$ cat src/rtl/vga_timing_ctrl_p.sv
// vga_timing_ctrl_p: parametrised VGA timing generator with frame-buffer fetch addressing and registered pixel/sync alignment
module vga_timing_ctrl_p #(
    parameter int H_FRONT = 16,
    parameter int H_SYNC  = 96,
    parameter int H_BACK  = 48,
    parameter int H_ACT   = 640,
    parameter int V_FRONT = 10,
    parameter int V_SYNC  = 2,
    parameter int V_BACK  = 33,
    parameter int V_ACT   = 480,
    parameter int H_DLY   = 2,
    parameter int HS_POL  = 0,
    parameter int VS_POL  = 0,
    parameter int COLOR_W = 10,
    parameter int ADDR_W  = 22
) (
    input  logic               iCLK,
    input  logic               iRST,
    input  logic               iCE,
    input  logic [COLOR_W-1:0] iRed,
    input  logic [COLOR_W-1:0] iGreen,
    input  logic [COLOR_W-1:0] iBlue,
    output logic               oRequest,
    output logic [10:0]        oCurrent_X,
    output logic [10:0]        oCurrent_Y,
    output logic [ADDR_W-1:0]  oAddress,
    output logic               oLine_Start,
    output logic               oFrame_Start,
    output logic [COLOR_W-1:0] oVGA_R,
    output logic [COLOR_W-1:0] oVGA_G,
    output logic [COLOR_W-1:0] oVGA_B,
    output logic               oVGA_HS,
    output logic               oVGA_VS,
    output logic               oVGA_BLANK,
    output logic               oVGA_SYNC
);
    localparam int H_BLANK = H_FRONT + H_SYNC + H_BACK;
    localparam int H_TOTAL = H_BLANK + H_ACT;
    localparam int V_BLANK = V_FRONT + V_SYNC + V_BACK;
    localparam int V_TOTAL = V_BLANK + V_ACT;
    localparam int HW = $clog2(H_TOTAL + 1);
    localparam int VW = $clog2(V_TOTAL + 1);
    localparam logic [HW-1:0] H_LAST   = HW'(H_TOTAL - 1);
    localparam logic [HW-1:0] H_REQ_S  = HW'(H_BLANK - H_DLY);
    localparam logic [HW-1:0] H_REQ_E  = HW'(H_TOTAL - H_DLY);
    localparam logic [HW-1:0] H_ACT_S  = HW'(H_BLANK);
    localparam logic [HW-1:0] H_SYNC_S = HW'(H_FRONT);
    localparam logic [HW-1:0] H_SYNC_E = HW'(H_FRONT + H_SYNC);
    localparam logic [VW-1:0] V_LAST   = VW'(V_TOTAL - 1);
    localparam logic [VW-1:0] V_ACT_S  = VW'(V_BLANK);
    localparam logic [VW-1:0] V_SYNC_S = VW'(V_FRONT);
    localparam logic [VW-1:0] V_SYNC_E = VW'(V_FRONT + V_SYNC);
    localparam logic HS_ON = 1'(HS_POL);
    localparam logic VS_ON = 1'(VS_POL);

    if (H_DLY < 0 || H_DLY >= H_BLANK) begin : gBadDelay
        $error("H_DLY must lie in [0, H_BLANK)");
    end
    if (longint'(H_ACT) * longint'(V_ACT) > (longint'(1) << ADDR_W)) begin : gBadAddr
        $error("ADDR_W too narrow for H_ACT*V_ACT");
    end

    logic [HW-1:0] hCont;
    logic [VW-1:0] vCont;
    logic hEnd, vEnd, hReq, vAct, hSyncOn, vSyncOn, active;

    always_comb begin
        hEnd         = hCont == H_LAST;
        vEnd         = vCont == V_LAST;
        hReq         = hCont >= H_REQ_S && hCont < H_REQ_E;
        vAct         = vCont >= V_ACT_S;
        hSyncOn      = hCont >= H_SYNC_S && hCont < H_SYNC_E;
        vSyncOn      = vCont >= V_SYNC_S && vCont < V_SYNC_E;
        active       = hCont >= H_ACT_S && vAct;
        oRequest     = hReq && vAct;
        oCurrent_X   = oRequest ? 11'(hCont - H_REQ_S) : 11'd0;
        oCurrent_Y   = vAct ? 11'(vCont - V_ACT_S) : 11'd0;
        oLine_Start  = iCE && hCont == '0;
        oFrame_Start = oLine_Start && vCont == '0;
        oVGA_SYNC    = 1'b1;
    end

    always_ff @(posedge iCLK) begin
        if (iRST) begin
            hCont    <= '0;
            vCont    <= '0;
            oAddress <= '0;
        end else if (iCE) begin
            hCont <= hEnd ? '0 : hCont + 1'b1;
            if (hEnd)
                vCont <= vEnd ? '0 : vCont + 1'b1;
            // running count of fetched pixels replaces a Y*H_ACT+X multiplier
            oAddress <= oFrame_Start ? '0 : oAddress + ADDR_W'(oRequest);
        end
    end

    // output stage registers the counter decode so colour, blank and sync leave together
    always_ff @(posedge iCLK) begin
        if (iRST) begin
            oVGA_HS    <= ~HS_ON;
            oVGA_VS    <= ~VS_ON;
            oVGA_BLANK <= 1'b0;
            oVGA_R     <= '0;
            oVGA_G     <= '0;
            oVGA_B     <= '0;
        end else if (iCE) begin
            oVGA_HS    <= hSyncOn ? HS_ON : ~HS_ON;
            oVGA_VS    <= vSyncOn ? VS_ON : ~VS_ON;
            oVGA_BLANK <= active;
            oVGA_R     <= active ? iRed : '0;
            oVGA_G     <= active ? iGreen : '0;
            oVGA_B     <= active ? iBlue : '0;
        end
    end
endmodule
$ cat config.mk
export PLATFORM = sky130hd
export DESIGN_NAME = vga_timing_ctrl_p
export DESIGN_NICKNAME = d
export VERILOG_FILES = /design/src/rtl/vga_timing_ctrl_p.sv
export SDC_FILE = /design/constraint.sdc
export NUM_CORES = 1
export LEC_CHECK = 0
export CAP_MARGIN = 25
export CORE_MARGIN = 5
export CORE_UTILIZATION = 47
export CTS_CLUSTER_SIZE = 24
export DETAILED_ROUTE_END_ITERATION = 8
export PLACE_DENSITY = 0.86
export SETUP_SLACK_MARGIN = 0.4
export SLEW_MARGIN = 30
export SYNTH_ARGS = -nofsm -noshare
export SYNTH_HDL_FRONTEND = slang
export SYNTH_SLANG_ARGS = --single-unit
$ cat constraint.sdc
create_clock -name iCLK -period 4.1 [get_ports iCLK]
set_input_delay 0.82 -clock iCLK [delete_from_list [all_inputs] [get_ports iCLK]]
set_output_delay 0.82 -clock iCLK [all_outputs]
set_load 0.01 [all_outputs]
==> metrics.txt, run 1 <==
# TYPE chip_impl_metric gauge
chip_impl_info{name="run_status",value="completed"} 1
chip_impl_metric{name="synth.cell_area",unit="sq um"} 3610
chip_impl_metric{name="area_growth",unit="%"} 39.06
chip_impl_metric{name="synth_edf_count",unit=""} 0
chip_impl_metric{name="cp.arrival",unit="ps"} 2740
chip_impl_metric{name="cts_setup_buffers",unit=""} 0
chip_impl_metric{name="grt_use_met3",unit="%"} 4.810
chip_impl_metric{name="drt-initial-drc-count",unit=""} 271
chip_impl_info{name="clk_root_buffer_cell",value="sky130_fd_sc_hd__clkbuf_8"} 1
chip_impl_metric{name="critical-path-max-stage-delay",unit="ps"} 580
chip_impl_metric{name="cap_violations",unit=""} 0
chip_impl_metric{name="holdWs",unit="ps"} 460.6
chip_impl_metric{name="drc",unit=""} 0
chip_impl_metric{name="timing_worst_slew_pin_value",unit="ps"} 675.4
chip_impl_metric{name="routabilityCongestion",unit=""} 0.9073
chip_impl_metric{name="hpwl",unit="mm"} 7.256
chip_impl_metric{name="nNetsFinal",unit=""} 566
chip_impl_metric{name="floorplan.core_area",unit="sq um"} 7607
chip_impl_metric{name="critical_path_peak_fanout",unit=""} 9
chip_impl_metric{name="hold_buffers",unit=""} 0
chip_impl_metric{name="synth_cells",unit=""} 420
chip_impl_info{name="timing.setup.critical_path_class",value="reg -> out"} 1
chip_impl_info{name="hold_path_class",value="reg -> reg"} 1
chip_impl_metric{name="fin_tns_setup",unit="ps"} 0
chip_impl_metric{name="dieHeight",unit="um"} 97.64
chip_impl_info{name="rsz0062_at_grt",value="no"} 1
chip_impl_info{name="timing.critical_path.cells",value="inv_1 -> ha_1 -> nand2b_1 -> o21ai_0 -> nor2_1 -> nor3_1 -> clkdlybuf4s50_1"} 1
chip_impl_metric{name="die_area",unit="sq um"} 9533
chip_impl_info{name="yosys_most_used_dff",value="sky130_fd_sc_hd__dfxtp_1"} 1
chip_impl_metric{name="top_level_ports",unit=""} 114
chip_impl_metric{name="post-place-ws",unit="ps"} 745.5
chip_impl_metric{name="ys_ff_latch",unit=""} 75
chip_impl_metric{name="antenna_found_initial",unit=""} 0
chip_impl_metric{name="total_number_of_yosys_warnings",unit=""} 0
chip_impl_metric{name="drtAntennaViolNets",unit=""} 0
chip_impl_metric{name="via_count",unit=""} 3580
chip_impl_metric{name="drt_wl_total",unit="mm"} 10.36
chip_impl_metric{name="final_hold_viol_count",unit=""} 0
chip_impl_metric{name="post_synth.cell_area_avg",unit="sq um"} 8.595
chip_impl_metric{name="dp.cells",unit=""} 612
chip_impl_metric{name="clock_skew",unit="ps"} 9.719
chip_impl_metric{name="async_reset_ff_share",unit="%"} 0
chip_impl_metric{name="detailed_place.area",unit="sq um"} 4793
chip_impl_metric{name="share_of_cells_above_drive_strength_1",unit="%"} 5.513
chip_impl_metric{name="worst_ir_drop_vdd",unit="V"} 0.0001938
chip_impl_metric{name="io_buffer_count",unit=""} 112
chip_impl_info{name="tritoncts",value="done"} 1
chip_impl_metric{name="detailedRoute.firstPassIterationCount",unit=""} 5
chip_impl_metric{name="path_buf_inv",unit=""} 2
chip_impl_metric{name="grt_remaining_overflow",unit=""} 0
chip_impl_metric{name="placementRows",unit=""} 32
chip_impl_metric{name="wl_per_cell",unit="um"} 16.50
chip_impl_metric{name="maxClockFrequency",unit="MHz"} 280.5
chip_impl_metric{name="global_route.usage.met2",unit="%"} 37.37
chip_impl_metric{name="grt_pass1_wl",unit="mm"} 17.06
chip_impl_metric{name="final_design_area_no_fill",unit="sq um"} 5020
chip_impl_info{name="cell_at_the_slowest_stage_of_the_critical_path",value="sky130_fd_sc_hd__nor2_1"} 1
chip_impl_metric{name="start_util",unit="%"} 47.45
chip_impl_metric{name="grt_pass1_vias",unit=""} 3516
chip_impl_metric{name="postCtsResizedCells",unit=""} 0
chip_impl_metric{name="synth_cell_types",unit=""} 47
chip_impl_metric{name="fin_crit",unit="ps"} 3565
chip_impl_metric{name="finish.utilization",unit="%"} 65.99
chip_impl_metric{name="avgViaCountPerCell",unit=""} 5.701
chip_impl_metric{name="numCtsBuffers",unit=""} 9
chip_impl_metric{name="global_route.usage.met1",unit="%"} 25.41
chip_impl_metric{name="power.density_cell_area",unit="nW/um^2"} 288.4
chip_impl_metric{name="required",unit="ps"} 3280
chip_impl_metric{name="synthesis.nets",unit=""} 465
chip_impl_info{name="grt-busiest-layer",value="met2"} 1
chip_impl_info{name="worst_setup_path_end_kind",value="output port"} 1
chip_impl_info{name="critPathLaunchType",value="flop"} 1
chip_impl_metric{name="final_total_power",unit="mW"} 1.448
chip_impl_metric{name="report.final.slew_viol_count",unit=""} 0
chip_impl_info{name="top_cell_family_by_delay_on_the_critical_path",value="simple AND/OR/NAND/NOR gates"} 1
chip_impl_metric{name="timing.final.ws_setup",unit="ps"} 535.4
chip_impl_metric{name="grt_max_degree",unit=""} 32
chip_impl_metric{name="clk-insertion-delay-late",unit="ps"} 350
chip_impl_metric{name="cellLeakagePower",unit="nW"} 1.814
chip_impl_metric{name="n_antenna_cell",unit=""} 0
chip_impl_metric{name="chipWidth",unit="um"} 97.64
chip_impl_metric{name="h_tree_levels",unit=""} 3
chip_impl_metric{name="finalNonFillerCells",unit=""} 628
chip_impl_metric{name="yosysSeqAreaShare",unit="%"} 41.59
chip_impl_metric{name="timing.final.crit_share",unit="%"} 86.94
chip_impl_metric{name="setup_violations",unit=""} 0
chip_impl_metric{name="clock_tree.buffer_depth",unit=""} 2
chip_impl_metric{name="grtUsageTotal",unit="%"} 21.47
chip_impl_metric{name="clkSinkCount",unit=""} 75
chip_impl_metric{name="cts.reportedPaths.clkPinSlew",unit="ps"} 80
chip_impl_metric{name="max_transition_margin",unit="%"} 54.81
## cells in the mapped netlist (7+ instances only)
master | count | share of area, %
sky130_fd_sc_hd__a21oi_1 | 22 | 3.1
sky130_fd_sc_hd__a22o_1 | 30 | 7.3
sky130_fd_sc_hd__clkbuf_1 | 24 | 2.5
sky130_fd_sc_hd__dfxtp_1 | 75 | 42
sky130_fd_sc_hd__ha_1 | 12 | 4.2
sky130_fd_sc_hd__inv_1 | 17 | 1.8
sky130_fd_sc_hd__nand2_1 | 24 | 2.5
sky130_fd_sc_hd__nand3_1 | 15 | 2.1
sky130_fd_sc_hd__nand4_1 | 10 | 1.7
sky130_fd_sc_hd__nor2_1 | 50 | 5.2
sky130_fd_sc_hd__nor3_1 | 10 | 1.4
sky130_fd_sc_hd__o21ai_0 | 21 | 2.9
sky130_fd_sc_hd__o31ai_1 | 7 | 1.5
sky130_fd_sc_hd__or3_1 | 12 | 2.1
sky130_fd_sc_hd__or4_1 | 9 | 1.9
sky130_fd_sc_hd__xnor2_1 | 17 | 4.1
sky130_fd_sc_hd__xor2_1 | 12 | 2.9
## layout by cell type (no fill, tap or decap), types with 12 or more instances in the layout
cell / n
sky130_fd_sc_hd__a21oi_1: 22
sky130_fd_sc_hd__a22o_1: 30
sky130_fd_sc_hd__clkdlybuf4s50_1: 112
sky130_fd_sc_hd__dfxtp_1: 75
sky130_fd_sc_hd__ha_1: 12
sky130_fd_sc_hd__inv_1: 17
sky130_fd_sc_hd__nand2_1: 24
sky130_fd_sc_hd__nand3_1: 15
sky130_fd_sc_hd__nor2_1: 49
sky130_fd_sc_hd__o21ai_0: 21
sky130_fd_sc_hd__or3_1: 12
sky130_fd_sc_hd__xnor2_1: 17
sky130_fd_sc_hd__xor2_1: 12
## area by class of cell
cell class	instances	area, sq um
fill	592	2587
tap	102	127.6
timing repair buffer	118	1166
sequential	75	1501
clock inverter	6	88.84
clock buffer	10	137.6
multi-input combinational	300	1934
inverter	17	63.81
## cell families (layout without fill, tap and decap cells)
| group | Yosys count | in the layout | synth area share (%) |
|---|---|---|---|
| AO/OA/AOI/OAI | 99 | 99 | 19.03 |
| XOR/XNOR | 29 | 29 | 7.036 |
| adder cells (fa/ha/maj) | 12 | 12 | 4.159 |
| buffers and inverters | 45 | 151 | 5.061 |
| flip-flops | 75 | 75 | 41.59 |
| multiplexers | 2 | 2 | 0.5892 |
| other | 1 | 1 | 0.1039 |
| AND/OR/NAND/NOR | 157 | 157 | 22.43 |
## sequential cells by signal, indices dropped and copies added, names as in the netlist
register,flops
hCont,10
vCont,10
oVGA_HS,1
oVGA_R,10
oVGA_B,10
oVGA_G,10
oVGA_VS,1
oAddress,22
oVGA_BLANK,1
## worst register-to-register path: stages, from the launching register on
cell	delay, ps
sky130_fd_sc_hd__dfxtp_1	410
sky130_fd_sc_hd__inv_1	170
sky130_fd_sc_hd__ha_1	170
sky130_fd_sc_hd__nand2b_1	70
sky130_fd_sc_hd__o21ai_0	390
sky130_fd_sc_hd__o221ai_1	180
sky130_fd_sc_hd__buf_4	200
sky130_fd_sc_hd__inv_1	90
sky130_fd_sc_hd__ha_1	200
sky130_fd_sc_hd__ha_1	150
sky130_fd_sc_hd__and3_1	230
sky130_fd_sc_hd__or4b_2	680
sky130_fd_sc_hd__or3_1	340
sky130_fd_sc_hd__a21oi_1	150
## power by group
group	switching, mW	internal (mW)	leakage (nW)
Clock	0.282	0.359	0.108
Sequential	0.00345	0.730	0.604
Combinational	0.0330	0.0404	1.10
Total	0.318	1.13	1.81
## layer usage
layer	vias up	routed length (um)	part of all wire [%]
met5	-	0	0
met4	0	249	2.4
met3	29	710	6.9
met2	170	5279	51
met1	1680	4122	40
li1	1701	-	-
## worst paths after layout
kind               from            end  slack, ps  cells past startpoint
max            vCont[1]  oCurrent_Y[5]        540                      7
min          oVGA_BLANK     oVGA_BLANK        460                      1
max reg2reg    vCont[1]   oAddress[18]        610                     13
min reg2reg  oVGA_BLANK     oVGA_BLANK        460                      1
Power figures use the tool's default switching activity.
==> run 2: changes to the inputs <==
--- a/config.mk
+++ b/config.mk
@@ -5,12 +5,14 @@
 export SDC_FILE = /design/constraint.sdc
 export NUM_CORES = 1
 export LEC_CHECK = 0
-export CAP_MARGIN = 25
+export CAP_MARGIN = 20
 export CORE_MARGIN = 5
 export CORE_UTILIZATION = 47
 export CTS_CLUSTER_SIZE = 24
 export DETAILED_ROUTE_END_ITERATION = 8
+export GPL_TIMING_DRIVEN = 0
 export PLACE_DENSITY = 0.86
+export RECOVER_POWER = 50
 export SETUP_SLACK_MARGIN = 0.4
 export SLEW_MARGIN = 30
 export SYNTH_ARGS = -nofsm -noshare
==> run 2 against run 1 <==
Die area unchanged. Sequential power hardly changed. Wire length down 5.4%. Clock skew grew 3.6 ps. Sequential share of layout area fell by 0.34 points. Utilization rose by 0.76 points. Via count down 0.47%. First-iteration DRC count shrank 51%.
==> metrics.txt, run 2 (same netlist as run 1, synthesis figures left out) <==
# TYPE chip_impl_metric gauge
chip_impl_metric{name="timing.final.ws_setup",unit="ps"} 585.6
chip_impl_info{name="rsz0062_at_grt",value="yes"} 1
chip_impl_info{name="clk_root_buffer_cell",value="sky130_fd_sc_hd__clkbuf_8"} 1
chip_impl_metric{name="cts.reportedPaths.clkPinSlew",unit="ps"} 80
chip_impl_metric{name="drt-initial-drc-count",unit=""} 132
chip_impl_metric{name="fin_crit",unit="ps"} 3514
chip_impl_metric{name="clock_skew",unit="ps"} 13.35
chip_impl_metric{name="grtUsageTotal",unit="%"} 20.40
chip_impl_metric{name="critical-path-max-stage-delay",unit="ps"} 510
chip_impl_metric{name="grt_max_degree",unit=""} 13
chip_impl_metric{name="post-place-ws",unit="ps"} 477.8
chip_impl_metric{name="max_transition_margin",unit="%"} 53.68
chip_impl_metric{name="die_area",unit="sq um"} 9533
chip_impl_metric{name="cts_setup_buffers",unit=""} 0
chip_impl_metric{name="routabilityCongestion",unit=""} 0.8673
chip_impl_info{name="run_status",value="completed"} 1
chip_impl_metric{name="share_of_cells_above_drive_strength_1",unit="%"} 5.119
chip_impl_info{name="endpoint_of_the_lowest_slack_register_to_register_path",value="oAddress[18]"} 1
chip_impl_metric{name="grt_pass1_vias",unit=""} 3425
chip_impl_info{name="worst_setup_path_end_kind",value="output port"} 1
chip_impl_metric{name="top_level_ports",unit=""} 114
chip_impl_metric{name="final_hold_viol_count",unit=""} 0
chip_impl_metric{name="setup_violations",unit=""} 0
chip_impl_metric{name="seq_area",unit="sq um"} 1501
chip_impl_metric{name="clkSinkCount",unit=""} 75
chip_impl_info{name="timing.setup.critical_path_class",value="reg -> out"} 1
chip_impl_metric{name="worst_hold_path.num_cells",unit=""} 1
chip_impl_metric{name="hpwl",unit="mm"} 7.357
chip_impl_info{name="top_register_by_number_of_flip_flops",value="oAddress"} 1
chip_impl_metric{name="max_reg_flops",unit=""} 22
chip_impl_info{name="hold_path_class",value="reg -> reg"} 1
chip_impl_metric{name="start_util",unit="%"} 47.45
chip_impl_metric{name="grt_remaining_overflow",unit=""} 0
chip_impl_metric{name="ff2ff_path_depth",unit=""} 11
chip_impl_metric{name="path_buf_inv",unit=""} 2
chip_impl_metric{name="drt_wl_total",unit="mm"} 9.807
chip_impl_metric{name="final_total_power",unit="mW"} 1.395
chip_impl_metric{name="finish.utilization",unit="%"} 66.74
chip_impl_metric{name="via_count",unit=""} 3563
chip_impl_metric{name="required",unit="ps"} 3280
chip_impl_metric{name="multi_input_comb_area",unit="sq um"} 1949
chip_impl_metric{name="timing_worst_slew_pin_value",unit="ps"} 688.5
chip_impl_metric{name="clk-insertion-delay-late",unit="ps"} 350
chip_impl_metric{name="antenna_found_initial",unit=""} 0
chip_impl_metric{name="holdWs",unit="ps"} 446.8
chip_impl_metric{name="cellLeakagePower",unit="nW"} 2.024
chip_impl_info{name="worst_hold_startpoint",value="oVGA_BLANK"} 1
chip_impl_metric{name="worst_ir_drop_vdd",unit="V"} 0.0001920
chip_impl_info{name="min_to",value="oVGA_BLANK"} 1
chip_impl_info{name="cell_at_the_slowest_stage_of_the_critical_path",value="sky130_fd_sc_hd__clkdlybuf4s50_1"} 1
chip_impl_metric{name="area_growth",unit="%"} 40.66
chip_impl_info{name="reg_to_reg_start",value="hCont[2]"} 1
chip_impl_metric{name="grt_pass1_wl",unit="mm"} 16.30
chip_impl_metric{name="drtAntennaViolNets",unit=""} 0
chip_impl_metric{name="fin_tns_setup",unit="ps"} 0
chip_impl_info{name="critPathLaunchType",value="flop"} 1
chip_impl_metric{name="wl_per_cell",unit="um"} 15.11
chip_impl_metric{name="detailedRoute.firstPassIterationCount",unit=""} 5
chip_impl_metric{name="avgViaCountPerCell",unit=""} 5.490
chip_impl_metric{name="cap_violations",unit=""} 0
chip_impl_metric{name="critical_path_peak_fanout",unit=""} 9
chip_impl_metric{name="drc",unit=""} 0
chip_impl_metric{name="dieHeight",unit="um"} 97.64
chip_impl_metric{name="clock_tree.buffer_depth",unit=""} 2
chip_impl_metric{name="power.density_cell_area",unit="nW/um^2"} 274.7
chip_impl_info{name="timing.critical_path.cells",value="ha_1 -> a311o_1 -> and2_1 -> o221ai_2 -> inv_1 -> clkdlybuf4s50_1"} 1
chip_impl_metric{name="report.final.slew_viol_count",unit=""} 0
chip_impl_metric{name="n_antenna_cell",unit=""} 0
chip_impl_metric{name="numCtsBuffers",unit=""} 9
chip_impl_metric{name="nNetsFinal",unit=""} 587
chip_impl_metric{name="floorplan.core_area",unit="sq um"} 7607
chip_impl_metric{name="maxClockFrequency",unit="MHz"} 284.5
chip_impl_info{name="top_cell_family_by_delay_on_the_critical_path",value="compound AO/OA/AOI/OAI gates"} 1
chip_impl_metric{name="io_buffer_count",unit=""} 111
chip_impl_metric{name="placementRows",unit=""} 32
chip_impl_metric{name="worst-r2r-setup-slack",unit="ps"} 650
chip_impl_metric{name="h_tree_levels",unit=""} 3
chip_impl_metric{name="cp.arrival",unit="ps"} 2690
chip_impl_info{name="tritoncts",value="done"} 1
chip_impl_metric{name="timing.final.crit_share",unit="%"} 85.72
chip_impl_info{name="final_cell_mix",value="sky130_fd_sc_hd__dfxtp_1, sky130_fd_sc_hd__dlygate4sd3_1, sky130_fd_sc_hd__clkdlybuf4s50_1"} 1
chip_impl_metric{name="chipWidth",unit="um"} 97.64
chip_impl_info{name="layout.cells.most_common",value="sky130_fd_sc_hd__dfxtp_1"} 1
chip_impl_metric{name="final.fill_count",unit=""} 608
==> run 2: cell types whose count changed in the layout (fill, tap and decap cells not counted), moves of 2 or more <==
cell,previous run,this run
sky130_fd_sc_hd__clkbuf_2,0,2
sky130_fd_sc_hd__clkinvlp_4,2,0
sky130_fd_sc_hd__dlygate4sd3_1,0,56
sky130_fd_sc_hd__buf_4,6,1
sky130_fd_sc_hd__clkdlybuf4s50_1,112,55
sky130_fd_sc_hd__clkbuf_1,0,24
==> run 2: per-layer routing <==
layer  routed length (um)  share of wire [%]  GRT usage [%]  up-vias
met5                    0                  0              0        -
li1                     -                  -              -     1750
met3                  521                5.3          5.097       15
met1                 4228                 43          24.75     1705
met2                 4875                 50          35.27       93
met4                  181                1.8          6.603        0
==> run 2: stage by stage <==
step | area (sq um) | instances
CTS | 5067 | 649
floorplan | 3610 | 420
detailed placement | 4848 | 633
global placement | 4848 | 633
finish | 5077 | 649
global route | 5077 | 649
==> run 2: area by class of cell <==
| cell class | count | area share (%) |
|---|---|---|
| inverter | 17 | 1.257 |
| buffer | 28 | 2.366 |
| sequential | 75 | 29.57 |
| multi-input combinational | 300 | 38.39 |
| clock buffer | 12 | 3.056 |
| tap | 102 | 2.514 |
| timing repair buffer | 111 | 21.88 |
| clock inverter | 4 | 0.9611 |
==> run 2: worst max path at each step <==
stage | startpoint | endpoint | slack, ps | depth (start not counted)
after floorplan | hCont[1] | oAddress[18] | 970 | 11
after global placement | vCont[6] | oRequest | 540 | 6
after detailed placement | vCont[6] | oRequest | 480 | 6
after CTS | vCont[6] | oRequest | 530 | 6
after global routing | hCont[2] | oAddress[18] | 380 | 11
final | hCont[1] | oRequest | 590 | 6
==> run 2: timing repair <==
item	in CTS	in global routing
endpoints found under the setup margin	18	19
hold buffers	0	0
gates resized for setup	3	6
cloned	0	0
pin swaps	0	0
==> run 2: power by group <==
group	internal (mW)	leakage, nW	switching, mW
combinational	0.0397	1.31	0.0346
sequential	0.730	0.604	0.00376
clock	0.314	0.106	0.273
